==> src/rtl/lsu_pkg.sv <==
// Shared types and helpers for the load/store control unit: FSM states,
// RV32I width codes and request legality/alignment checks.
package lsu_pkg;

    typedef enum logic [1:0] {
        IDLE = 2'd0,
        RD   = 2'd1,
        WR   = 2'd2,
        FLT  = 2'd3
    } lsu_state_e;

    localparam logic [2:0] F3_B  = 3'd0;
    localparam logic [2:0] F3_H  = 3'd1;
    localparam logic [2:0] F3_W  = 3'd2;
    localparam logic [2:0] F3_BU = 3'd4;
    localparam logic [2:0] F3_HU = 3'd5;

    // Stores only have signed width codes; loads add the unsigned variants.
    function automatic logic f3_legal(input logic we, input logic [2:0] f3);
        if (we) return f3 inside {F3_B, F3_H, F3_W};
        return f3 inside {F3_B, F3_H, F3_W, F3_BU, F3_HU};
    endfunction

    function automatic logic misaligned(input logic [1:0] size, input logic [1:0] lane);
        return ((size == 2'd1) && lane[0]) || ((size == 2'd2) && (lane != 2'b00));
    endfunction

    // Clears the low address bits that the access width does not use.
    function automatic logic [1:0] align_lane(input logic [1:0] size, input logic [1:0] lane);
        case (size)
            2'd1:    return {lane[1], 1'b0};
            2'd2:    return 2'b00;
            default: return lane;
        endcase
    endfunction

endpackage

==> src/rtl/lsu_if.sv <==
// Request/response bundle between the execute stage and lsu_ctrl.
// Handshake: a request transfers on a rising edge where req_valid & req_ready;
// req_* are ignored while req_ready is low. load_valid and fault are
// single-cycle pulses with no back-pressure; load_data holds until the next load.
interface lsu_if;
    logic        req_valid;
    logic        req_ready;
    logic        req_we;
    logic [2:0]  req_funct3;
    logic [31:0] req_adr;
    logic [31:0] req_wdata;
    logic [31:0] load_data;
    logic        load_valid;
    logic        fault;

    modport master (
        output req_valid, req_we, req_funct3, req_adr, req_wdata,
        input  req_ready, load_data, load_valid, fault
    );

    modport slave (
        input  req_valid, req_we, req_funct3, req_adr, req_wdata,
        output req_ready, load_data, load_valid, fault
    );
endinterface

==> src/rtl/lsu_align.sv <==
// Combinational lane logic: load lane extract with sign/zero extension, and
// little-endian sub-word merge of store data into the word read from memory.
module lsu_align
    import lsu_pkg::*;
(
    input  logic [2:0]  funct3,
    input  logic [1:0]  lane,
    input  logic [31:0] rdata,
    input  logic [31:0] wdata,
    output logic [31:0] load_ext,
    output logic [31:0] merged
);

    logic [7:0]  byte_v;
    logic [15:0] half_v;

    always_comb begin
        case (lane)
            2'd0:    byte_v = rdata[7:0];
            2'd1:    byte_v = rdata[15:8];
            2'd2:    byte_v = rdata[23:16];
            default: byte_v = rdata[31:24];
        endcase
        half_v = lane[1] ? rdata[31:16] : rdata[15:0];

        case (funct3)
            F3_B:    load_ext = {{24{byte_v[7]}}, byte_v};
            F3_H:    load_ext = {{16{half_v[15]}}, half_v};
            F3_BU:   load_ext = {24'd0, byte_v};
            F3_HU:   load_ext = {16'd0, half_v};
            default: load_ext = rdata;
        endcase

        merged = rdata;
        case (funct3[1:0])
            2'd0: begin
                case (lane)
                    2'd0:    merged[7:0]   = wdata[7:0];
                    2'd1:    merged[15:8]  = wdata[7:0];
                    2'd2:    merged[23:16] = wdata[7:0];
                    default: merged[31:24] = wdata[7:0];
                endcase
            end
            2'd1: begin
                if (lane[1]) merged[31:16] = wdata[15:0];
                else         merged[15:0]  = wdata[15:0];
            end
            default: merged = wdata;
        endcase
    end

endmodule

==> src/rtl/lsu_ctrl.sv <==
// Load/store sequencer in front of a word-wide data memory. Optional macro
// LSU_MISALIGN_TRAP_EN: misaligned accesses fault instead of being force-aligned.
module lsu_ctrl
    import lsu_pkg::*;
(
    input  logic        clk,
    input  logic        rst,
    lsu_if.slave        bus,
    output logic [31:0] mem_adr,
    output logic        mem_we,
    output logic [31:0] mem_wdata,
    input  logic [31:0] mem_rdata,
    output lsu_state_e  state_dbg
);

    lsu_state_e  state;
    logic        cap_we;
    logic [2:0]  cap_f3;
    logic [1:0]  cap_lane;
    logic [31:0] cap_wdata;
    logic        acc_fault;
    logic [1:0]  acc_lane;
    logic [31:0] load_ext;
    logic [31:0] merged;

    assign state_dbg = state;

    always_comb begin
        acc_fault = !f3_legal(bus.req_we, bus.req_funct3);
        acc_lane  = bus.req_adr[1:0];
`ifdef LSU_MISALIGN_TRAP_EN
        acc_fault = acc_fault || misaligned(bus.req_funct3[1:0], bus.req_adr[1:0]);
`else
        acc_lane  = align_lane(bus.req_funct3[1:0], bus.req_adr[1:0]);
`endif
    end

    lsu_align u_align (
        .funct3   (cap_f3),
        .lane     (cap_lane),
        .rdata    (mem_rdata),
        .wdata    (cap_wdata),
        .load_ext (load_ext),
        .merged   (merged)
    );

    // mem_wdata doubles as the merge register for sub-word stores.
    always_ff @(posedge clk or posedge rst) begin
        if (rst) begin
            state          <= IDLE;
            bus.req_ready  <= 1'b1;
            bus.load_data  <= 32'd0;
            bus.load_valid <= 1'b0;
            bus.fault      <= 1'b0;
            mem_adr        <= 32'd0;
            mem_we         <= 1'b0;
            mem_wdata      <= 32'd0;
            cap_we         <= 1'b0;
            cap_f3         <= 3'd0;
            cap_lane       <= 2'd0;
            cap_wdata      <= 32'd0;
        end else begin
            bus.load_valid <= 1'b0;
            bus.fault      <= 1'b0;
            case (state)
                IDLE: begin
                    if (bus.req_valid) begin
                        bus.req_ready <= 1'b0;
                        cap_we        <= bus.req_we;
                        cap_f3        <= bus.req_funct3;
                        cap_lane      <= acc_lane;
                        cap_wdata     <= bus.req_wdata;
                        if (acc_fault) begin
                            state <= FLT;
                        end else begin
                            mem_adr <= {bus.req_adr[31:2], 2'b00};
                            if (bus.req_we && (bus.req_funct3 == F3_W)) begin
                                state     <= WR;
                                mem_we    <= 1'b1;
                                mem_wdata <= bus.req_wdata;
                            end else begin
                                state <= RD;
                            end
                        end
                    end
                end
                RD: begin
                    if (cap_we) begin
                        state     <= WR;
                        mem_we    <= 1'b1;
                        mem_wdata <= merged;
                    end else begin
                        state          <= IDLE;
                        bus.req_ready  <= 1'b1;
                        bus.load_data  <= load_ext;
                        bus.load_valid <= 1'b1;
                    end
                end
                WR: begin
                    state         <= IDLE;
                    bus.req_ready <= 1'b1;
                    mem_we        <= 1'b0;
                end
                FLT: begin
                    state         <= IDLE;
                    bus.req_ready <= 1'b1;
                    bus.fault     <= 1'b1;
                end
                default: begin
                    state         <= IDLE;
                    bus.req_ready <= 1'b1;
                    mem_we        <= 1'b0;
                end
            endcase
        end
    end

endmodule

==> src/flat_wrapper.sv <==
// flat-port wrapper written by rule: the top's interface ports become plain ports
module lsu_ctrl_flat import lsu_pkg::*;
  (clk, rst, mem_adr, mem_we, mem_wdata, mem_rdata, state_dbg, bus_req_valid, bus_req_we, bus_req_funct3, bus_req_adr, bus_req_wdata, bus_req_ready, bus_load_data, bus_load_valid, bus_fault);
  lsu_if bus_i ();
  input  logic clk;
  input  logic rst;
  output logic [31:0] mem_adr;
  output logic mem_we;
  output logic [31:0] mem_wdata;
  input  logic [31:0] mem_rdata;
  output lsu_state_e state_dbg;
  input wire logic [$bits(bus_i.req_valid)-1:0] bus_req_valid;
  input wire logic [$bits(bus_i.req_we)-1:0] bus_req_we;
  input wire logic [$bits(bus_i.req_funct3)-1:0] bus_req_funct3;
  input wire logic [$bits(bus_i.req_adr)-1:0] bus_req_adr;
  input wire logic [$bits(bus_i.req_wdata)-1:0] bus_req_wdata;
  output wire logic [$bits(bus_i.req_ready)-1:0] bus_req_ready;
  output wire logic [$bits(bus_i.load_data)-1:0] bus_load_data;
  output wire logic [$bits(bus_i.load_valid)-1:0] bus_load_valid;
  output wire logic [$bits(bus_i.fault)-1:0] bus_fault;
  assign bus_i.req_valid = bus_req_valid;
  assign bus_i.req_we = bus_req_we;
  assign bus_i.req_funct3 = bus_req_funct3;
  assign bus_i.req_adr = bus_req_adr;
  assign bus_i.req_wdata = bus_req_wdata;
  assign bus_req_ready = bus_i.req_ready;
  assign bus_load_data = bus_i.load_data;
  assign bus_load_valid = bus_i.load_valid;
  assign bus_fault = bus_i.fault;
  lsu_ctrl u_core (.clk(clk), .rst(rst), .bus(bus_i), .mem_adr(mem_adr), .mem_we(mem_we), .mem_wdata(mem_wdata), .mem_rdata(mem_rdata), .state_dbg(state_dbg));
endmodule
==> config.mk <==
export PLATFORM = sky130hd
export DESIGN_NAME = lsu_ctrl_flat
export DESIGN_NICKNAME = d
export VERILOG_FILES = /design/src/rtl/lsu_pkg.sv /design/src/rtl/lsu_if.sv /design/src/rtl/lsu_align.sv /design/src/rtl/lsu_ctrl.sv /design/src/flat_wrapper.sv
export SDC_FILE = /design/constraint.sdc
export NUM_CORES = 1
export LEC_CHECK = 0
export BUFFER_PORTS_ARGS = -buffer_cell sky130_fd_sc_hd__buf_2
export CAP_MARGIN = 20
export CORE_ASPECT_RATIO = 0.75
export CORE_MARGIN = 3
export CORE_UTILIZATION = 52
export CTS_CLUSTER_DIAMETER = 120
export CTS_CLUSTER_SIZE = 10
export DETAILED_ROUTE_END_ITERATION = 8
export PLACE_DENSITY = 0.8
export SYNTH_ARGS = -nofsm -noshare
export SYNTH_HDL_FRONTEND = slang
export SYNTH_SLANG_ARGS = --single-unit
==> constraint.sdc <==
create_clock -name clk -period 6 [get_ports clk]
set_input_delay 1.5 -clock clk [delete_from_list [all_inputs] [get_ports clk]]
set_output_delay 1.5 -clock clk [all_outputs]
set_load 0.005 [all_outputs]
Yosys cells after proc, flatten, opt, wreduce, memory -nomap -nowiden. Cells that the tools add are included. Widths: inputs -> output; s select.

Add/sub/neg operators: 0. Multipliers: 0. Div/mod/pow operators: 0. Order comparisons: 0. Eq/ne operators: 20. Shift-type cells: 0. Mux-type cells: 35. Bitwise gates (word level): 1. Reduce and logical (&&, ||, !) cells: 18.

Operator list (number): $mux 32 (4); $pmux 32 s2 (2); $pmux 32 s4 (1); $mux 16 (3); $mux 8 (4); $pmux 8 s3 (1); $eq 3x3->1 const B (4); $mux 1 (12); $reduce_and 5->1 (2); $eq 2x1->1 const B (4); $eq 2x2->1 const B (4); $mux 2 (4); $eq 3x1->1 const B (2); $logic_not 2->1 (3); $logic_not 3->1 (2); $ne 2x1->1 const B (3); $pmux 1 s3 (2); $pmux 2 s3 (1); $reduce_and 2->1 (3); $reduce_bool 3->1 (2); $reduce_bool 5->1 (1); $ne 2x2->1 const B (2); $pmux 2 s2 (1); $eq 3x2->1 const B (1); 6 further kinds (6).

Register bits: 138. Bits in latches: 0. Bits in writable memories: 0. Memory bits (read-only): 0. Input port bits: 103. Output and inout bits: 102. Word-level logic and storage cells: 86. Memories kept: 0.

Longest topological paths before layout.
Depth in word-level cells: 7. Mapped depth: 7.

Cells and area by module. A second synthesis with hierarchy kept.

Cell total of the unflattened synthesis: 646. Area total of the unflattened synthesis: 7275.7 um^2.

By module, submodules not included: lsu_ctrl (times used 1, cells an instance 410, area each 5733.0 um^2, sequential area each 3454.6 um^2); lsu_align (times used 1, cells an instance 236, area each 1542.7 um^2, sequential area each 0.0 um^2).

Worst setup path before layout. OpenSTA, ideal clock, no wires.

Path kind: input -> register. From: input bus_req_funct3[1]. To: register u_core.mem_adr[10]. Setup time: 125 ps. Arrival: 2628 ps. Data required time: 5875 ps. Setup slack: 3247 ps. Stages: 7. Buffers on the path: 1. Cell sequence: inv_1 > ha_1 > o21bai_1 > a21o_1 > nor2_1 > buf_2 > mux2_2.

Longest elaborated chain between the ends: 5. Elaborated cells between the ends (all ways): 10. Classes of those cells: eq/ne (4); mux (2); reduce/logical (4).

RTL lines: start, declared (line flat_wrapper.sv:14) `input wire logic [$bits(bus_i.req_funct3)-1:0] bus_req_funct3;`; $eq 3x1->1, or another cell as far along (line lsu_pkg.sv:20, lsu_pkg.sv:21); $reduce_bool 3->1 (line lsu_pkg.sv:20) `if (we) return f3 inside {F3_B, F3_H, F3_W};`; $mux 1 (line lsu_pkg.sv:20); $mux 1 * (line lsu_pkg.sv:21) `return f3 inside {F3_B, F3_H, F3_W, F3_BU, F3_HU};`; $reduce_and 3->1 (no line) *; end signal, assigned (line lsu_ctrl.sv:76) `mem_adr <= {bus.req_adr[31:2], 2'b00};`; end, declared (line lsu_ctrl.sv:9) `output logic [31:0] mem_adr,`.

Every way passes the cells marked *; elsewhere a longest branch is shown, timed or not. The select of a mux whose other input is x is not followed. A chain may end at the register's enable or synchronous reset.

Worst setup path in the final report.
From: input bus_req_valid. To: register u_core.mem_wdata[22].

Longest elaborated chain between the ends: 2.

RTL lines: start, declared (line flat_wrapper.sv:12) `input wire logic [$bits(bus_i.req_valid)-1:0] bus_req_valid;`; $ne 2x2->1 (no line); $reduce_and 5->1 (no line); end signal, assigned (line lsu_ctrl.sv:80) `mem_wdata <= bus.req_wdata;`; end signal, assigned (line lsu_ctrl.sv:91) `mem_wdata <= merged;`; end, declared (line lsu_ctrl.sv:11) `output logic [31:0] mem_wdata,`.

No other way between the ends.

==> flow_summary.toml <==
[global_routing]
gr-total-overflow = 0
grt_max_degree = 105
antenna_found_initial = 0
grtUsageTotal = 0.282
grt_pass1_vias = 5923
grt_pass1_wl_mm = 32.4

[final_layout]
drive_above_1_share = 0.332
area_delta_synth_final_pct = 24.7
diodes = 0
postLayoutCoreUtil = 0.678
fin_area_um2 = 8490
fin_nets = 1003

[worst_hold_path]
min_path_type = "register to register"
holdPathStages = 2

[sta]
max_clock_freq_mhz = 329
hold_ws_ns = 0.478
tightest_slew_ns = 0.941
fin_crit_ns = 3.04
timing_hold_violations_final = 0
maxSlewHeadroom = 0.373
slew_violations = 0
setup_viol = 0
tns_ns = 0
rsz0062_at_grt = "false"
period_share = 0.507
finClkSkew_ns = 0.00819

[clock_tree]
ctsHoldBuffers = 0
clock_path_buffers = 2
root_buffer = "clkbuf_16"
cts_resized = 0
clk_latency_ns = 0.42
cts_sinks = 138
path_clk_slew_ns = 0.06
post_cts_buffers = 0
cts-buffers-inserted = 17
cts_tree = "built"
h-tree-depth = 4

[routing]
viasPerCell = 5.84
drtAntennaViolNets = 0
wl_mm = 20.5
wl_per_cell_um = 19.1
remaining_drc_errors = 0
dr.pass1.iters = 5
vias = 6276
drt-initial-drc-count = 700

[setup_path]
crit_path_start = "bus_req_valid"
crit_end = "u_core.mem_wdata[22]$_DFFE_PP0P_"
worst-setup-path-type = "input pin to register"
required_ns = 6.30
rr_startpoint = "u_core.state_dbg[1]$_DFFE_PP0N_"
path_max_fanout = 51
cp.arrival_ns = 3.34
reg2reg_depth = 6
ff2ff_setup_slack_ns = 3.51
start_kind = "input pin"
r2r_end = "u_core.mem_wdata[7]$_DFFE_PP0P_"
crit_path_end_kind = "register"

[power_and_ir_drop]
p_leak_nw = 4.06
power_density_nw_per_um2 = 487
ir_worst_vdd_mv = 0.268

[run]
cap_violations = 0

[yosys]
ys_seq_area_frac = 0.507
yosysMostFrequentCell = "nand2_1"
ys_seq_elements = 138
syn_area_um2 = 6810
synth_warnings = 0
synth_edf_count = 0
synth_flop_cell = "dfrtp_1"
syn_inst = 717
synth_largest_area_cell = "dfrtp_1"
ys_types = 41
synth_common_cells = "nand2_1, dfrtp_1, o21ai_0"
postSynth.asyncResetShare = 1.00
synthDominantCellAreaShare = 0.503
synth_area_leaders = "dfrtp_1, nand2_1, mux2_2"
synth.avg_cell_area_um2 = 9.50

[floorplanning]
initial_utilization = 0.544
io-pin-count = 205
chipHeight_um = 105
row_count = 35
coreArea_um2 = 12500
die_area_um2 = 14500
fp.dieW_um = 138

[place]
portBuffers = 202
gp_congestion = 0.901
place_area_um2 = 7890
hpwl_mm = 14.4

[run_status]
status = "finished clean"
-- sequential cells by signal, summed over array words and instances, names as in the netlist --
signal	count
u_core.bus.fault	1
u_core.cap_f3	3
u_core.state_dbg	2
u_core.cap_lane	2
u_core.bus.load_valid	1
u_core.mem_wdata	32
u_core.bus.req_ready	1
u_core.bus.load_data	32
u_core.mem_we	1
u_core.mem_adr	30
u_core.cap_we	1
u_core.cap_wdata	32
-- area by class of cell --
type / instances / area, µm²
timing repair buffer: 213 / 1090
clock inverter: 11 / 144
multi-input combinational: 521 / 3110
fill: 1014 / 4030
tap: 166 / 208
sequential: 138 / 3460
clock buffer: 20 / 457
inverter: 6 / 27.5
-- worst min-delay path by stage --
stage	start	endpoint	slack, ns
3_3_place_gp	u_core.cap_wdata[18]$_DFFE_PP0P_	u_core.cap_wdata[18]$_DFFE_PP0P_	0.46
5_1_grt	u_core.cap_wdata[25]$_DFFE_PP0P_	u_core.cap_wdata[25]$_DFFE_PP0P_	0.50
4_1_cts	u_core.cap_wdata[26]$_DFFE_PP0P_	u_core.cap_wdata[26]$_DFFE_PP0P_	0.48
6_report	u_core.cap_wdata[26]$_DFFE_PP0P_	u_core.cap_wdata[26]$_DFFE_PP0P_	0.48
3_5_place_dp	u_core.cap_wdata[26]$_DFFE_PP0P_	u_core.cap_wdata[26]$_DFFE_PP0P_	0.46
2_1_floorplan	u_core.cap_wdata[24]$_DFFE_PP0P_	u_core.cap_wdata[24]$_DFFE_PP0P_	0.45
-- critical path: stages --
cell      delay, ns
buf_2          0.09
or3b_4         0.62
o21ai_2        0.50
buf_4          0.36
nand3_1        0.12
o311ai_0       0.14
-- cell usage in the layout, fill, tap and decap left out, types with 2 or more instances in the layout --
cell / instances
buf_2: 202
nand2_1: 173
dfrtp_1: 136
o21ai_0: 50
mux2_2: 47
a21oi_1: 47
nor2_1: 29
mux2i_1: 24
nand3_1: 18
clkbuf_16: 17
a211oi_1: 16
nand2b_1: 13
buf_4: 11
nor2b_1: 10
nor3b_1: 10
o311ai_0: 9
a21o_1: 8
a221oi_1: 8
and3_1: 8
or4_1: 8
o211ai_1: 8
or3_1: 7
nand3b_1: 5
o21ai_1: 5
inv_1: 4
clkinv_2: 4
inv_6: 3
ha_1: 3
bufinv_16: 3
and3b_1: 2
conb_1: 2
clkbuf_8: 2
-- metrics by stage --
stage                     setup WS [ns]  std cells  power, mW
final                              2.96       1075       4.13
after global routing               2.85       1075       4.38
after CTS                          2.99       1075       4.13
after detailed placement           2.57       1044       3.05
after global placement             2.66       1044       3.00
after floorplan                   0.805        718       2.43
-- cell families after synthesis --
family | share of synthesized area
buf+inv | 0.0389
other cells | 0.000550
flops | 0.507
simple gates | 0.192
mux | 0.113
fa+ha+maj | 0.00551
compound gates | 0.144
-- layer usage --
layer  track usage  vias to the layer above  wire length, µm
li1              -                     2856                -
met3        0.0759                       34             2120
met4        0.0748                        0              359
met5             0                        -                0
met2         0.412                      342             9370
met1         0.417                     3044             8700
-- power by group --
part	leakage (nW)	switching (mW)	internal (mW)
combinational	2.12	0.786	0.646
clock	0.296	0.398	0.673
sequential	1.64	0.295	1.34
Power figures use the tool's default switching activity.
